File: config.mk
export PLATFORM = sky130hd
export DESIGN_NAME = ps2_port
export DESIGN_NICKNAME = d
export VERILOG_FILES = /design/src/rtl/ps2_port.sv
export SDC_FILE = /design/constraint.sdc
export NUM_CORES = 1
export LEC_CHECK = 0
export BUFFER_PORTS_ARGS = -buffer_cell sky130_fd_sc_hd__buf_2
export CAP_MARGIN = 30
export CELL_PAD_IN_SITES_DETAIL_PLACEMENT = 0
export CELL_PAD_IN_SITES_GLOBAL_PLACEMENT = 1
export CORE_ASPECT_RATIO = 1.2
export CORE_MARGIN = 8
export CORE_UTILIZATION = 45
export CTS_CLUSTER_DIAMETER = 150
export DETAILED_ROUTE_END_ITERATION = 6
export GPL_TIMING_DRIVEN = 0
export PLACE_DENSITY_LB_ADDON = 0.1
export SYNTH_ARGS = -nofsm -noshare
export SYNTH_HDL_FRONTEND = slang
export SYNTH_SLANG_ARGS = --single-unit
File: constraint.sdc
create_clock -name clk -period 3.1 [get_ports clk]
set_input_delay 0.155 -clock clk [delete_from_list [all_inputs] [get_ports clk]]
set_output_delay 0.155 -clock clk [all_outputs]
set_load 0.01 [all_outputs]
File: src/rtl/ps2_port.sv
// PS/2 host-side link layer: device->host byte receiver and host->device command sender.
// Optional PS2_GLITCH_FILTER_EN: an 8-cycle stability filter after the pin synchronisers.
module ps2_port #(
   parameter int CLK_HZ     = 50_000_000,
   parameter int INHIBIT_US = 100,
   parameter int TIMEOUT_US = 2000
) (
   input  logic       clk,
   input  logic       reset_n,
   input  logic       ps2_clk_i,
   input  logic       ps2_dat_i,
   output logic       ps2_clk_oe,
   output logic       ps2_dat_oe,
   output logic [7:0] rx_data,
   output logic       rx_valid,
   input  logic       rx_ready,
   input  logic [7:0] tx_data,
   input  logic       tx_valid,
   output logic       tx_ready,
   output logic       rx_err,
   output logic       tx_err,
   output logic       overrun
);

   localparam int INH_CYC = CLK_HZ / 1_000_000 * INHIBIT_US;
   localparam int TO_CYC  = CLK_HZ / 1_000_000 * TIMEOUT_US;
   localparam int CNT_MAX = (INH_CYC > TO_CYC) ? INH_CYC : TO_CYC;
   localparam int CW      = $clog2(CNT_MAX + 1);

   localparam logic [CW-1:0] INH_PRE  = CW'(INH_CYC - 2);
   localparam logic [CW-1:0] INH_LAST = CW'(INH_CYC - 1);
   localparam logic [CW-1:0] TO_LAST  = CW'(TO_CYC - 1);

   typedef enum logic [2:0] {
      S_IDLE,
      S_RX,
      S_TX_INH,
      S_TX_REQ,
      S_TX_BITS,
      S_TX_ACK,
      S_TX_WAIT
   } state_t;

   // ---------------------------------------------------------------
   // Input conditioning: index 0 = PS/2 clock, index 1 = PS/2 data
   // ---------------------------------------------------------------
   logic [1:0] pin_raw;
   logic [1:0] line_s;

   assign pin_raw = {ps2_dat_i, ps2_clk_i};

   generate
      for (genvar gi = 0; gi < 2; gi++) begin : g_line
         logic meta_q;
         logic sync_q;

         // Reset to 0 so the first rise after reset can never look like a falling edge.
         always_ff @(posedge clk or negedge reset_n) begin
            if (!reset_n) begin
               meta_q <= 1'b0;
               sync_q <= 1'b0;
            end else begin
               meta_q <= pin_raw[gi];
               sync_q <= meta_q;
            end
         end

`ifdef PS2_GLITCH_FILTER_EN
         logic [2:0] stab_q, stab_d;
         logic       filt_q, filt_d;

         // Follow the synchronised pin only after it has differed for 8 cycles in a row.
         always_comb begin
            stab_d = 3'd0;
            filt_d = filt_q;
            if (sync_q != filt_q) begin
               if (stab_q == 3'd7) begin
                  filt_d = sync_q;
               end else begin
                  stab_d = stab_q + 3'd1;
               end
            end
         end

         always_ff @(posedge clk or negedge reset_n) begin
            if (!reset_n) begin
               stab_q <= 3'd0;
               filt_q <= 1'b0;
            end else begin
               stab_q <= stab_d;
               filt_q <= filt_d;
            end
         end

         assign line_s[gi] = filt_q;
`else
         assign line_s[gi] = sync_q;
`endif
      end
   endgenerate

   logic clk_s, dat_s;
   assign clk_s = line_s[0];
   assign dat_s = line_s[1];

   // ---------------------------------------------------------------
   // State and datapath registers
   // ---------------------------------------------------------------
   state_t          state_q, state_d;
   logic [CW-1:0]   cnt_q, cnt_d;
   logic [3:0]      bit_cnt_q, bit_cnt_d;
   logic [7:0]      rx_shift_q, rx_shift_d;
   logic            rx_par_q, rx_par_d;
   logic [8:0]      tx_shift_q, tx_shift_d;
   logic            clk_s_q, fall_q, fall_d;
   logic            clk_oe_q, clk_oe_d;
   logic            dat_oe_q, dat_oe_d;
   logic [7:0]      rx_data_q, rx_data_d;
   logic            rx_valid_q, rx_valid_d;
   logic            rx_err_q, rx_err_d;
   logic            tx_err_q, tx_err_d;
   logic            overrun_q, overrun_d;
   logic            to_hit;
   logic            frame_good;

   assign fall_d     = clk_s_q & ~clk_s;
   assign to_hit     = (cnt_q == TO_LAST);
   assign frame_good = (^{rx_shift_q, rx_par_q}) & dat_s;
   assign tx_ready   = (state_q == S_IDLE) && !fall_q && clk_s && dat_s;

   always_comb begin
      state_d    = state_q;
      cnt_d      = cnt_q + CW'(1);
      bit_cnt_d  = bit_cnt_q;
      rx_shift_d = rx_shift_q;
      rx_par_d   = rx_par_q;
      tx_shift_d = tx_shift_q;
      clk_oe_d   = clk_oe_q;
      dat_oe_d   = dat_oe_q;
      rx_data_d  = rx_data_q;
      rx_valid_d = rx_valid_q && !rx_ready;
      rx_err_d   = 1'b0;
      tx_err_d   = 1'b0;
      overrun_d  = 1'b0;

      case (state_q)
         S_IDLE: begin
            cnt_d     = '0;
            bit_cnt_d = 4'd0;
            clk_oe_d  = 1'b0;
            dat_oe_d  = 1'b0;
            if (fall_q && !dat_s) begin
               state_d = S_RX;
            end else if (tx_valid && tx_ready) begin
               tx_shift_d = {~^tx_data, tx_data};
               clk_oe_d   = 1'b1;
               state_d    = S_TX_INH;
            end
         end

         S_RX: begin
            if (fall_q) begin
               cnt_d = '0;
               if (bit_cnt_q < 4'd8) begin
                  rx_shift_d = {dat_s, rx_shift_q[7:1]};
                  bit_cnt_d  = bit_cnt_q + 4'd1;
               end else if (bit_cnt_q == 4'd8) begin
                  rx_par_d  = dat_s;
                  bit_cnt_d = bit_cnt_q + 4'd1;
               end else begin
                  // Stop bit: a byte may load in the same cycle the old one is taken.
                  if (!frame_good) begin
                     rx_err_d = 1'b1;
                  end else if (rx_valid_q && !rx_ready) begin
                     overrun_d = 1'b1;
                  end else begin
                     rx_data_d  = rx_shift_q;
                     rx_valid_d = 1'b1;
                  end
                  bit_cnt_d = 4'd0;
                  state_d   = S_IDLE;
               end
            end else if (to_hit) begin
               rx_err_d  = 1'b1;
               bit_cnt_d = 4'd0;
               state_d   = S_IDLE;
            end
         end

         S_TX_INH: begin
            clk_oe_d = 1'b1;
            // Data goes low while the clock is still held, giving the start bit.
            if (cnt_q == INH_PRE) begin
               dat_oe_d = 1'b1;
            end
            if (cnt_q == INH_LAST) begin
               clk_oe_d = 1'b0;
               dat_oe_d = 1'b1;
               cnt_d    = '0;
               state_d  = S_TX_REQ;
            end
         end

         S_TX_REQ: begin
            if (fall_q) begin
               cnt_d      = '0;
               dat_oe_d   = ~tx_shift_q[0];
               tx_shift_d = {1'b0, tx_shift_q[8:1]};
               bit_cnt_d  = 4'd1;
               state_d    = S_TX_BITS;
            end else if (to_hit) begin
               tx_err_d = 1'b1;
               clk_oe_d = 1'b0;
               dat_oe_d = 1'b0;
               state_d  = S_IDLE;
            end
         end

         S_TX_BITS: begin
            if (fall_q) begin
               cnt_d = '0;
               if (bit_cnt_q == 4'd9) begin
                  dat_oe_d = 1'b0;
                  state_d  = S_TX_ACK;
               end else begin
                  dat_oe_d   = ~tx_shift_q[0];
                  tx_shift_d = {1'b0, tx_shift_q[8:1]};
                  bit_cnt_d  = bit_cnt_q + 4'd1;
               end
            end else if (to_hit) begin
               tx_err_d = 1'b1;
               clk_oe_d = 1'b0;
               dat_oe_d = 1'b0;
               state_d  = S_IDLE;
            end
         end

         S_TX_ACK: begin
            if (fall_q) begin
               cnt_d    = '0;
               tx_err_d = dat_s;
               state_d  = S_TX_WAIT;
            end else if (to_hit) begin
               tx_err_d = 1'b1;
               state_d  = S_IDLE;
            end
         end

         S_TX_WAIT: begin
            if (clk_s && dat_s) begin
               state_d = S_IDLE;
            end else if (fall_q) begin
               cnt_d = '0;
            end else if (to_hit) begin
               tx_err_d = 1'b1;
               state_d  = S_IDLE;
            end
         end

         default: begin
            clk_oe_d = 1'b0;
            dat_oe_d = 1'b0;
            state_d  = S_IDLE;
         end
      endcase
   end

   always_ff @(posedge clk or negedge reset_n) begin
      if (!reset_n) begin
         state_q    <= S_IDLE;
         cnt_q      <= '0;
         bit_cnt_q  <= 4'd0;
         rx_shift_q <= 8'h00;
         rx_par_q   <= 1'b0;
         tx_shift_q <= 9'h000;
         clk_s_q    <= 1'b0;
         fall_q     <= 1'b0;
         clk_oe_q   <= 1'b0;
         dat_oe_q   <= 1'b0;
         rx_data_q  <= 8'h00;
         rx_valid_q <= 1'b0;
         rx_err_q   <= 1'b0;
         tx_err_q   <= 1'b0;
         overrun_q  <= 1'b0;
      end else begin
         state_q    <= state_d;
         cnt_q      <= cnt_d;
         bit_cnt_q  <= bit_cnt_d;
         rx_shift_q <= rx_shift_d;
         rx_par_q   <= rx_par_d;
         tx_shift_q <= tx_shift_d;
         clk_s_q    <= clk_s;
         fall_q     <= fall_d;
         clk_oe_q   <= clk_oe_d;
         dat_oe_q   <= dat_oe_d;
         rx_data_q  <= rx_data_d;
         rx_valid_q <= rx_valid_d;
         rx_err_q   <= rx_err_d;
         tx_err_q   <= tx_err_d;
         overrun_q  <= overrun_d;
      end
   end

   assign ps2_clk_oe = clk_oe_q;
   assign ps2_dat_oe = dat_oe_q;
   assign rx_data    = rx_data_q;
   assign rx_valid   = rx_valid_q;
   assign rx_err     = rx_err_q;
   assign tx_err     = tx_err_q;
   assign overrun    = overrun_q;

endmodule

; ---- Word level (Yosys, flattened, before mapping)
; Cells that the tools add are included.
[classes]
reduce_logical = 26
muxes = 66
n_bitwise = 8
add_sub_neg = 2
mul = 0
eq_ne = 26
n_shift = 0
div = 0
magnitude_cmp = 1
[ops]
columns = op, n
row1 = $pmux W17 S4, 1
row2 = $mux W17, 3
row3 = $mux W9, 5
row4 = $mux W3, 13
row5 = $eq A17 B13 Y1 const B, 2
row6 = $mux W1, 31
row7 = $mux W4, 7
row8 = $pmux W9 S3, 1
row9 = $pmux W3 S7, 1
row10 = $ne A3 B3 Y1 const B, 6
row11 = $reduce_and A6 Y1, 3
row12 = $add A17 B1 Y17 const B, 1
row13 = $eq A17 B17 Y1 const B, 1
row14 = $pmux W4 S4, 1
row15 = $ne A2 B2 Y1 const B, 6
row16 = $eq A3 B3 Y1 const B, 3
row17 = $reduce_xor A9 Y1, 1
row18 = $eq A4 B4 Y1 const B, 2
row19 = $pmux W1 S4, 2
row20 = $reduce_xnor A8 Y1, 1
row21 = $logic_and A1 B1 Y1, 7
row22 = $eq A3 B2 Y1 const B, 2
row23 = $not A1 Y1, 6
row24 = $reduce_and A3 Y1, 2
row25 = 17 further kinds, 21
[word_totals]
register_bits = 62
input_bits = 14
rom_bits = 0
ram_bits = 0
memories = 0
wordCells = 148
latchBits = 0

; ---- Longest topological paths before layout
; Gate-level depths: netlist (run 1).
[logic_depth]
word_depth = 8
depth_mapped = 8

; ---- Least setup slack after synthesis (run 1)
; OpenSTA, ideal clock, no wires.
[synth_path]
path_type = register to register
start = register cnt_q[5]
end = register bit_cnt_q[3]
required_ns = 3.031
period_less_slack_ns = 2.143
path_stages_with_launch = 6
setup_ns = 0.069
arrival_time_ns = 2.074
path_slack_ns = 0.957
cell_sequence = dfrtp_1 > or4b_4 > nor4_4 > a211oi_4 > or4b_1 > nand3_1
[synth_via]
elab_chain_cells = 3
[synth_lines]
columns = element, line
row1 = from (decl), 110  ; logic [CW-1:0] cnt_q, cnt_d;
row2 = from (signal assigned), 287  ; cnt_q <= cnt_d;
row3 = $eq A17 B17 Y1, 127  ; assign to_hit = (cnt_q == TO_LAST);
row4 = $ne A3 B3 Y1 (no source line), --
row5 = $reduce_and A5 Y1 (no source line), --
row6 = to (signal assigned), 288  ; bit_cnt_q <= bit_cnt_d;
row7 = to (decl), 111  ; logic [3:0] bit_cnt_q, bit_cnt_d;
; Every way passes these cells.
; A chain may end at the register's enable or synchronous reset.

; ---- Final worst setup path (run 1)
[layout_path]
start = register g_line[1].sync_q (netlist: dat_s)
end = register tx_shift_q[8]
[layout_via]
elab_chain_cells = 4
[layout_lines]
columns = element, line
row1 = from (decl), 55  ; logic sync_q;
row2 = from (signal assigned), 64  ; sync_q <= meta_q;
row3 = $logic_and A1 B1 Y1 or $logic_not A1 Y1 (tied branches), "129, 152"
row4 = "$logic_and A1 B1 Y1, on equally long branches", "154, 152"
row5 = $ne A2 B1 Y1 (no source line) or $ne A2 B2 Y1 (tied branches), --
row6 = $reduce_and A6 Y1 (no source line) *, --
row7 = to (signal assigned), 291  ; tx_shift_q <= tx_shift_d;
row8 = to (decl), 114  ; logic [8:0] tx_shift_q, tx_shift_d;
; Every way passes the cells marked *; elsewhere a longest branch is shown, timed or not.

==> results of run 1 <==
[flip-flops by register name (all words and copies together), names as in the netlist]
register / cells
cnt_q: 17
tx_shift_q: 9
rx_data: 8
rx_shift_q: 8
bit_cnt_q: 4
state_q: 3
g_line.meta_q: 2
clk_s: 1
clk_s_q: 1
dat_s: 1
fall_q: 1
overrun: 1
ps2_clk_oe: 1
ps2_dat_oe: 1
rx_err: 1
rx_par_q: 1
rx_valid: 1
tx_err: 1
[cell usage after synthesis (all sizes together), types with 5 or more instances]
| cell type | instances | area share [%] |
|---|---|---|
| a21oi | 17 | 2.7 |
| clkbuf | 11 | 1.3 |
| dfrtp | 62 | 48 |
| ha | 5 | 1.9 |
| inv | 10 | 1.2 |
| mux2 | 17 | 5.9 |
| mux2i | 10 | 3.1 |
| nand2 | 23 | 2.7 |
| nand2b | 9 | 1.7 |
| nand3 | 15 | 2.3 |
| nor2 | 40 | 4.6 |
| nor2b | 5 | 0.96 |
| nor4 | 6 | 1.6 |
| o21ai | 14 | 2.2 |
| xnor2 | 16 | 4.3 |
| xor2 | 9 | 2.4 |
[cells by family after synthesis]
group	Yosys count	synth area share, %
XOR/XNOR	27	8.13
adder cells (fa/ha/maj)	5	1.93
flip-flops	62	47.8
multiplexers	27	8.98
AO/OA/AOI/OAI	52	10.5
AND/OR/NAND/NOR	123	20.0
buffers and inverters	22	2.66
[critical path, stage by stage, from the launching register on]
cell	delay, ns
dfrtp_1	0.32
clkbuf_1	0.37
nor4bb_1	0.33
a32oi_1	0.16
o22ai_1	0.65
clkbuf_1	0.41
nand3_1	0.11
o21ai_0	0.11
[where the power goes]
group | switching [mW] | internal (mW)
Clock | 0.353 | 0.381
Combinational | 0.583 | 0.422
Sequential | 0.125 | 0.957
[cell type report]
type | count | area [um2] | share of cell area [%]
Inverter | 10 | 37.5 | 1.00
Buffer | 12 | 48.8 | 1.31
Clock buffer | 9 | 124 | 3.32
Sequential cell | 62 | 1550 | 41.5
Timing Repair Buffer | 31 | 173 | 4.62
Clock inverter | 7 | 80.1 | 2.14
Tap cell | 90 | 113 | 3.01
Multi-Input combinational cell | 234 | 1610 | 43.1
[stage by stage]
step,area (um2),total power [mW]
5_1_grt,3740,3.06
3_5_place_dp,3500,2.10
6_report,3740,2.82
2_1_floorplan,3250,1.84
4_1_cts,3740,2.85
3_3_place_gp,3500,2.09
[cell usage in the layout, fill, tap and decap left out, types with 3 or more instances in the layout]
cell type       n
dfrtp_1        62
nor2_1         40
buf_2          27
nand2_1        23
mux2_2         17
a21oi_1        16
xnor2_1        16
nand3_1        15
o21ai_0        14
clkbuf_1       11
inv_1          10
mux2i_1        10
xor2_1          9
nand2b_1        9
clkbuf_8        9
nor4_1          5
nor2b_1         5
ha_1            5
o22ai_1         4
and2_1          4
nand3b_1        4
or4bb_1         3
and3_1          3
inv_6           3
dlygate4sd3_1   3
[what timing repair did]
action                                 in CTS  in global routing
buffers inserted                            0                  0
hold buffers                                3                  0
setup endpoints to repair                   0                  0
endpoints found under the hold margin      64                  0
[layer usage]
metal	global-route usage [%]	vias up	wire, um
li1	-	1200	-
met1	18.0	1177	3080
met2	24.3	38	3330
met3	4.06	9	222
met4	6.02	0	106
met5	0	-	0
[how the worst min path moves through the flow]
stage / startpoint / endpoint / slack (ns) / cells after the start
floorplan: reset_n / bit_cnt_q[0] / -0.14 / 0
global placement: ps2_dat_i / g_line[1].meta_q / 0.26 / 1
detailed placement: ps2_dat_i / g_line[1].meta_q / 0.27 / 1
CTS: tx_valid / ps2_clk_oe / 0.09 / 2
global route: tx_valid / ps2_clk_oe / 0.09 / 2
finish: rx_ready / overrun / 0.11 / 3
==> metrics, run 1 <==
status=finished clean; Tightest Pin Transition=about 0.80 ns; H-tree Lvls=3; final core utilization=a little over half; final cycle utilization of the critical path=82.4%; r2r setup slk=around 0.55 ns; critical path startpoint category=flop; min Tclk post-route=2.55 ns; RSZ-0062 raised after global routing=false; #FFs+latches synth=62; initial core utilization=approximately 46%; Final TNS setup=0 ns; number of fill cells in the layout=644; hpwl dp=around 4.7 mm; number of synthesized flops with an enable pin=0; reg2reg end=tx_shift_q[8]; critical path class=flop to flop; Reg-to-Reg Start=dat_s; post-cts gate resize count=0; number of buffers created by CTS=9; largest net degree at the start of global routing=63; die height=109 um; Cell Rows=34; Final nets=379; Reg2Reg Depth=7; detailed-route wire length=roughly 6.7 mm; core area=0.00710 mm2; die span in x=a little over 90 um; Worst VDD drop=0.389 mV; vias per std cell=between 5 and 6; first-pass GRT wire length=approximately 12 mm; Overflow after GRT=0; Layout area overhead=15.1%; Worst Setup End Kind=flop; Gate Count Post-Synth=between 300 and 400; vias=2424; DIE AREA=slightly above 0.01 mm2; Post-route DRC=0; clk sinks=a little over 60; Clock transition at path regs=around 0.070 ns; Mapped Avg Cell Area=between 10 and 15 um2; Slew HR=46.9%; Crit. Startpoint=dat_s; CP Data Required Time=around 3.4 ns; worst-path maximum fanout=10; Post-synth ARST share=100%; port buffer count=28; top_reg_cell synth=dfrtp_1; max-cap check violation count=0; worst hold path type=input pin to flop; Setup Viol. Count Final=0; Yosys cell types=50; power per cell area=~750 mW/mm2; Avg WL per Cell=approximately 15 um; CP endpoint=tx_shift_q[8]; DRC marker count from the first detailed-route iteration=between 100 and 150; hold violation count in the final report=0; TritonRoute pass-1 iters=4; RD Place Congestion=0.888; Max Root-Sink Buffers=2; root buffer cell=clkbuf_8; Fmax=roughly 390 MHz; layout cell share with drive strength beyond 1=roughly a fifth; post-synthesis cell area=0.00325 mm2; Pleak=1.72 nW; final worst slack=~0.55 ns; post-placement setup slack=approximately 0.58 ns; vias in the first global route=2469; Setup Skew=0.0113 ns; # placed instances=between 400 and 500; post-route ant nets=0; clk_lat worst skew=0.34 ns; I/O pins=29; CTS tree=yes; worst hold margin=roughly 0.11 ns; YS warnings=0; sequential fraction of the synthesis area=between 40% and 50%; net count after synthesis=~340; Final Max Slew Viols=0; initial antenna violation count=0; GRT Total Usage=roughly 15%; WP data arrival=2.80 ns; # diodes=0; Post-Layout Cell Count=~460
Power figures use the tool's default switching activity.
==> inputs of run 2 (changes only) <==
--- a/config.mk
+++ b/config.mk
@@ -11,7 +11,7 @@
 export CELL_PAD_IN_SITES_GLOBAL_PLACEMENT = 1
 export CORE_ASPECT_RATIO = 1.2
 export CORE_MARGIN = 8
-export CORE_UTILIZATION = 45
+export CORE_UTILIZATION = 42
 export CTS_CLUSTER_DIAMETER = 150
 export DETAILED_ROUTE_END_ITERATION = 6
 export GPL_TIMING_DRIVEN = 0
==> constraint.sdc (replaced) <==
create_clock -name clk -period 2.1 [get_ports clk]
set_input_delay 0.105 -clock clk [delete_from_list [all_inputs] [get_ports clk]]
set_output_delay 0.105 -clock clk [all_outputs]
set_load 0.01 [all_outputs]
==> run 2 against run 1 <==
The run now ends with setup timing left. Non-clock buffer count increased by 18. Critical endpoint is now ps2_clk_oe. Sequential power rose by 48%. Design area up 7.4%. Count of clock-buffer cells in the layout unchanged. Sequential share of layout area fell by 2.8 points. Flip-flop and latch count did not move. Via count increased by 2.4%. Worst hold slack got worse by 0.068 ns. Routed wire length is 5.1% higher. Register-to-register slack worse by 0.57 ns.
==> metrics, run 2 (synthesis results as in run 1) <==
min Tclk post-route=2.12 ns (was 2.55 ns); die span in x=96.3 um (was 93.5 um); # diodes=0 (unchanged); Post-route DRC=0 (unchanged); RSZ-0062 raised after global routing=true (was false); die height=112 um (was 109 um); switching part of the total=37.9% (was 37.6%); delay-heaviest family, CP=simple AND/OR/NAND/NOR gates (was compound AO/OA/AOI/OAI gates); RD Place Congestion=0.868 (was 0.888); power per cell area=1110 mW/mm2 (was 755 mW/mm2); worst-path maximum fanout=3 (was 10); final instance area=0.00401 mm2 (was 0.00374 mm2); combinational power share=39.4% (was 35.6%); biggest regs=cnt_q x17, tx_shift_q x9 (unchanged); first-pass GRT wire length=12.0 mm (was 11.9 mm); clock share of power=24.7% (was 26.0%); Clock transition at path regs=0.08 ns (was 0.07 ns); Sw Pwr=1.69 mW (was 1.06 mW); Largest register FFs=17 (unchanged); part of the power in registers=35.9% (was 38.4%); Worst Setup End Kind=flop (unchanged); CTS tree=yes (unchanged); largest register by flop count=cnt_q (unchanged); root buffer cell=clkbuf_8 (unchanged); Worst VDD drop=0.579 mV (was 0.389 mV); initial antenna violation count=0 (unchanged); vias in the first global route=2531 (was 2469); number of buffers created by CTS=9 (unchanged); internal power=2.78 mW (was 1.76 mW); hold violation count in the final report=0 (unchanged); largest net degree at the start of global routing=63 (unchanged); commonest cells after routing, fill and taps aside=61 x dfrtp_1, 38 x nor2_1, 28 x buf_2 (was 62 x dfrtp_1, 40 x nor2_1, 27 x buf_2); Tightest Pin Transition=0.796 ns (about the same); vias per std cell=5.23 (was 5.33); GRT Total Usage=14.1% (was 14.8%); clk_lat worst skew=0.35 ns (was 0.34 ns); status=finished with violations (was finished clean); worst hold path type=input pin to flop (unchanged); detailed-route wire length=7.08 mm (was 6.74 mm); Final nets=397 (was 379); hpwl dp=4.67 mm (was 4.74 mm); Setup Skew=0.00899 ns (was 0.0113 ns); number of fill cells in the layout=703 (was 644); port buffer count=28 (unchanged); TritonRoute pass-1 iters=4 (unchanged); Cell Rows=35 (was 34); Fmax=472 MHz (was 392 MHz); Setup Viol. Count Final=2 (was 0); CP Data Required Time=2.33 ns (was 3.35 ns); failing checks=setup timing; Max Root-Sink Buffers=2 (unchanged); Slew HR=46.9% (about the same); critical path class=flop to flop (unchanged); slowest stage delay, CP=0.59 ns (was 0.65 ns); Final Max Slew Viols=0 (unchanged); Avg WL per Cell=14.9 um (was 14.8 um); final cycle utilization of the critical path=101% (was 82.4%); vias=2482 (was 2424); most common cell after layout, fill and taps aside=dfrtp_1 (unchanged); Pleak=1.88 nW (was 1.72 nW); crit-path cells=or4b_4 -> nor4_4 -> buf_4 -> nor2b_4 -> o21ai_2 -> a221o_1 (was clkbuf_1 -> nor4bb_1 -> a32oi_1 -> o22ai_1 -> clkbuf_1 -> nand3_1 -> o21ai_0); layout cell share with drive strength beyond 1=28.2% (was 18.9%); Critical-path top delay cell=or4b_4 (was o22ai_1); DIE AREA=0.0108 mm2 (was 0.0102 mm2); Post-DP Area=0.00351 mm2 (was 0.00350 mm2); I/O pins=29 (unchanged); clk sinks=62 (unchanged); max-cap check violation count=0 (unchanged); DRC marker count from the first detailed-route iteration=124 (was 110); final worst slack=-0.0199 ns (was 0.546 ns); WP data arrival=2.35 ns (was 2.80 ns); H-tree Lvls=3 (unchanged); initial core utilization=42.9% (was 45.7%); critical path startpoint category=flop (unchanged); core area=0.00758 mm2 (was 0.00710 mm2); Layout area overhead=23.5% (was 15.1%); Critical path buffers and inverters=1 (was 2); Overflow after GRT=0 (unchanged); post-placement setup slack=-0.482 ns (was 0.577 ns); post-route ant nets=0 (unchanged)
## run 2: metal layers
metal	vias up	part of all wire (%)	track usage (%)
met1	1196	46	17.8
met2	40	49	21.8
met4	0	1.9	6.58
met3	10	3.8	3.74
li1	1236	-	-
met5	-	0	0
## run 2: cell type report
| type | instances | area, um2 | share of cell area (%) |
|---|---|---|---|
| repair buffers | 50 | 329 | 8.20 |
| flip-flops and latches | 62 | 1550 | 38.7 |
| clock buffers | 9 | 124 | 3.09 |
| plain buffers | 11 | 53.8 | 1.34 |
| inverters | 10 | 37.5 | 0.936 |
| clock inverters | 7 | 80.1 | 2.00 |
| multi-input cells | 234 | 1720 | 42.9 |
| well taps | 92 | 115 | 2.87 |
## run 2: repair_timing
| action | 4_1_cts | 5_1_grt |
|---|---|---|
| resized for setup | 19 | 13 |
| cloned | 1 | 0 |
| pin swaps | 9 | 5 |
| hold buffers | 3 | 0 |
| endpoints found under the hold margin | 64 | 0 |
| setup buffers | 11 | 7 |
| endpoints found under the setup margin | 49 | 38 |
## run 2: worst paths after layout
path,start,endpoint,slack (ns),cells after the start
worst max-delay path,cnt_q[5],ps2_clk_oe,-0.02,6
min in group asynchronous,reset_n,rx_data[3],0.38,2
worst min-delay path,tx_valid,ps2_clk_oe,0.05,2
worst max register to register,cnt_q[5],ps2_clk_oe,-0.02,6
max in group asynchronous,reset_n,cnt_q[12],1.17,2
worst min register to register,g_line[1].meta_q,dat_s,0.35,0
## run 2: power by group through the flow
stage | sequential, mW | clock, mW | combinational, mW
2_1_floorplan | 1.58 | 0 | 1.14
3_3_place_gp | 1.62 | 0 | 1.48
3_5_place_dp | 1.62 | 0 | 1.47
4_1_cts | 1.60 | 1.14 | 1.72
5_1_grt | 1.64 | 1.20 | 1.95
6_report | 1.60 | 1.10 | 1.76
## run 2: per-stage QoR
step                TNS [ns]  instances  util [%]  total power [mW]  hold slack [ns]
detailed placement    -11.90        438      46.3              3.10            0.215
global route          -0.240        475      52.9              4.78           0.0290
global placement      -12.14        438      46.3              3.10            0.213
finish               -0.0245        475      52.9              4.47           0.0463
CTS                  -0.0670        468      51.9              4.46           0.0342
floorplan           -0.00300        318         -              2.72           -0.191
## run 2: worst register-to-register path, cell delays in order (launching register included)
cell	delay, ns
dfrtp_1	0.39
or4b_4	0.59
nor4_4	0.26
buf_4	0.18
nor2b_4	0.19
o21ai_2	0.07
a221o_1	0.33
==> inputs of run 3 (changes only) <==
--- a/config.mk
+++ b/config.mk
@@ -9,7 +9,7 @@
 export CAP_MARGIN = 30
 export CELL_PAD_IN_SITES_DETAIL_PLACEMENT = 0
 export CELL_PAD_IN_SITES_GLOBAL_PLACEMENT = 1
-export CORE_ASPECT_RATIO = 1.2
+export CORE_ASPECT_RATIO = 1.25
 export CORE_MARGIN = 8
 export CORE_UTILIZATION = 42
 export CTS_CLUSTER_DIAMETER = 150
==> run 3 against run 2 <==
The run still ends with setup timing left. Count of clock-buffer cells in the layout is the same. Die area about the same. Sequential share of layout area decreased by 1.1 points. Critical path depth did not move. Flip-flop and latch count unchanged. Global-route usage up 0.45 points. Combinational power up 6%. Maximum frequency fell by 0.74%. Sequential power barely moved. Non-clock buffer count grew 4. Critical endpoint unchanged. Largest cell class unchanged. Largest power group unchanged.
==> metrics, run 3 (synthesis results as in run 1) <==
Tightest Pin Transition=0.805 ns (was 0.796 ns); final worst slack=-0.0357 ns (was -0.0199 ns); H-tree Lvls=3 (unchanged); max-cap check violation count=0 (unchanged); final cycle utilization of the critical path=102% (was 101%); WP data arrival=2.36 ns (was 2.35 ns); commonest cells after routing, fill and taps aside=61 x dfrtp_1, 32 x nor2_1, 27 x buf_2 (was 61 x dfrtp_1, 38 x nor2_1, 28 x buf_2); root buffer cell=clkbuf_8 (unchanged); grt met1 use=17.1% (was 17.8%); Sw Pwr=1.76 mW (was 1.69 mW); Clock transition at path regs=0.08 ns (about the same); Pleak=1.91 nW (was 1.88 nW); Cell Rows=36 (was 35); failing checks=setup timing (unchanged); number of buffers created by CTS=9 (unchanged); Post-Layout Cell Count=482 (was 475); Largest register FFs=17 (unchanged); min Tclk post-route=2.14 ns (was 2.12 ns); vias=2589 (was 2482); initial antenna violation count=0 (unchanged); met3 usage=3.81% (was 3.74%); Final nets=401 (was 397); GRT Total Usage=14.6% (was 14.1%); combinational power share=40.0% (was 39.4%); Max Root-Sink Buffers=2 (unchanged); Final TNS setup=-0.0478 ns (was -0.0245 ns); vias per std cell=5.37 (was 5.23); critical path startpoint category=flop (unchanged); Post-DP Area=0.00351 mm2 (about the same); final core utilization=53.9% (was 52.9%); part of the power in registers=34.4% (was 35.9%); RD Place Congestion=0.872 (was 0.868); Setup Skew=0.0111 ns (was 0.00899 ns); met2 Track Usage GR=23.9% (was 21.8%); Post-route DRC=0 (unchanged); detailed-route wire length=7.65 mm (was 7.08 mm); Layout area overhead=27.2% (was 23.5%); most common cell after layout, fill and taps aside=dfrtp_1 (unchanged); worst-path maximum fanout=5 (was 3); Avg WL per Cell=15.9 um (was 14.9 um); # diodes=0 (unchanged); Overflow after GRT=0 (unchanged); Crit. Startpoint=cnt_q[12] (was cnt_q[5]); DRC marker count from the first detailed-route iteration=106 (was 124); peak-usage layer in the global routing report=met2 (unchanged); I/O pins=29 (unchanged); power per cell area=1130 mW/mm2 (was 1110 mW/mm2); worst hold path type=input pin to flop (unchanged); hold violation count in the final report=0 (unchanged); worst hold margin=0.0479 ns (was 0.0463 ns); Slew HR=46.4% (was 46.9%); hold_sp=tx_valid (unchanged); clock share of power=25.6% (was 24.7%); hpwl dp=5.03 mm (was 4.67 mm); Worst Setup End Kind=flop (unchanged); overall power=4.68 mW (was 4.47 mW); Reg-to-Reg Start=cnt_q[12] (was cnt_q[5]); post-placement setup slack=-0.508 ns (was -0.482 ns); clk sinks=62 (unchanged); die span in x=94.6 um (was 96.3 um); clk_lat worst skew=0.34 ns (was 0.35 ns); Setup Viol. Count Final=2 (unchanged); layout cell share with drive strength beyond 1=30.7% (was 28.2%); largest register by flop count=cnt_q (unchanged); die height=114 um (was 112 um); Worst VDD drop=0.748 mV (was 0.579 mV); port buffer count=28 (unchanged); TritonRoute pass-1 iters=6 (was 4); vias in the first global route=2603 (was 2531); largest net degree at the start of global routing=63 (unchanged); core area=0.00766 mm2 (was 0.00758 mm2); status=finished with violations (unchanged); Fmax=468 MHz (was 472 MHz); RSZ-0062 raised after global routing=true (unchanged); DIE AREA=0.0108 mm2 (about the same); post-route ant nets=0 (unchanged); switching part of the total=37.6% (was 37.9%); CP Data Required Time=2.32 ns (was 2.33 ns); Final Max Slew Viols=0 (unchanged); final instance area=0.00413 mm2 (was 0.00401 mm2); biggest regs=cnt_q x17, tx_shift_q x9 (unchanged); first-pass GRT wire length=12.4 mm (was 12.0 mm); initial core utilization=42.4% (was 42.9%); CTS tree=yes (unchanged); # placed instances=441 (was 438); critical path class=flop to flop (unchanged); internal power=2.92 mW (was 2.78 mW)
run 3: layer usage:
metal	vias up	routed length, um
met5	-	0
met3	17	302
li1	1247	-
met2	49	3950
met4	0	183
met1	1276	3210
run 3: path summary, 6_finish.rpt:
kind / endpoint / slack (ns) / cells after the start
setup / recovery: ps2_clk_oe / -0.04 / 6
min in group asynchronous: overrun / 0.40 / 2
setup reg to reg: ps2_clk_oe / -0.04 / 6
max in group asynchronous: cnt_q[12] / 1.15 / 2
hold reg to reg: clk_s / 0.35 / 0
hold / removal: ps2_clk_oe / 0.05 / 2
run 3: power by group through the flow:
| stage | registers (mW) | logic (mW) | clock network, mW |
|---|---|---|---|
| CTS | 1.61 | 1.64 | 1.24 |
| detailed placement | 1.63 | 1.51 | 0 |
| global route | 1.64 | 2.05 | 1.29 |
| finish | 1.61 | 1.87 | 1.20 |
| global placement | 1.62 | 1.50 | 0 |
| floorplan | 1.58 | 1.14 | 0 |
run 3: critical path, cell delays in order, from the launching register on:
cell,delay (ns)
dfrtp_2,0.44
or4bb_4,0.57
nor4_4,0.27
buf_4,0.16
nor2b_4,0.18
o21ai_1,0.10
a221o_1,0.30
run 3: final cells by class:
class                   instances  area (um2)
plain buffers                  11        55.1
clock buffers                   9         124
clock inverters                 7         104
fillers                       716        3530
inverters                      10        37.5
multi-input cells             234        1770
flip-flops and latches         62        1550
well taps                      95         119
repair buffers                 54         373
run 3: repair_timing:
action / CTS / global route
gates cloned: 0 / 1
endpoints found under the hold margin: 64 / 0
hold buffers: 3 / 0
pin swaps: 6 / 15
setup endpoints to repair: 47 / 49
setup buffers: 14 / 8
resized for setup: 13 / 41
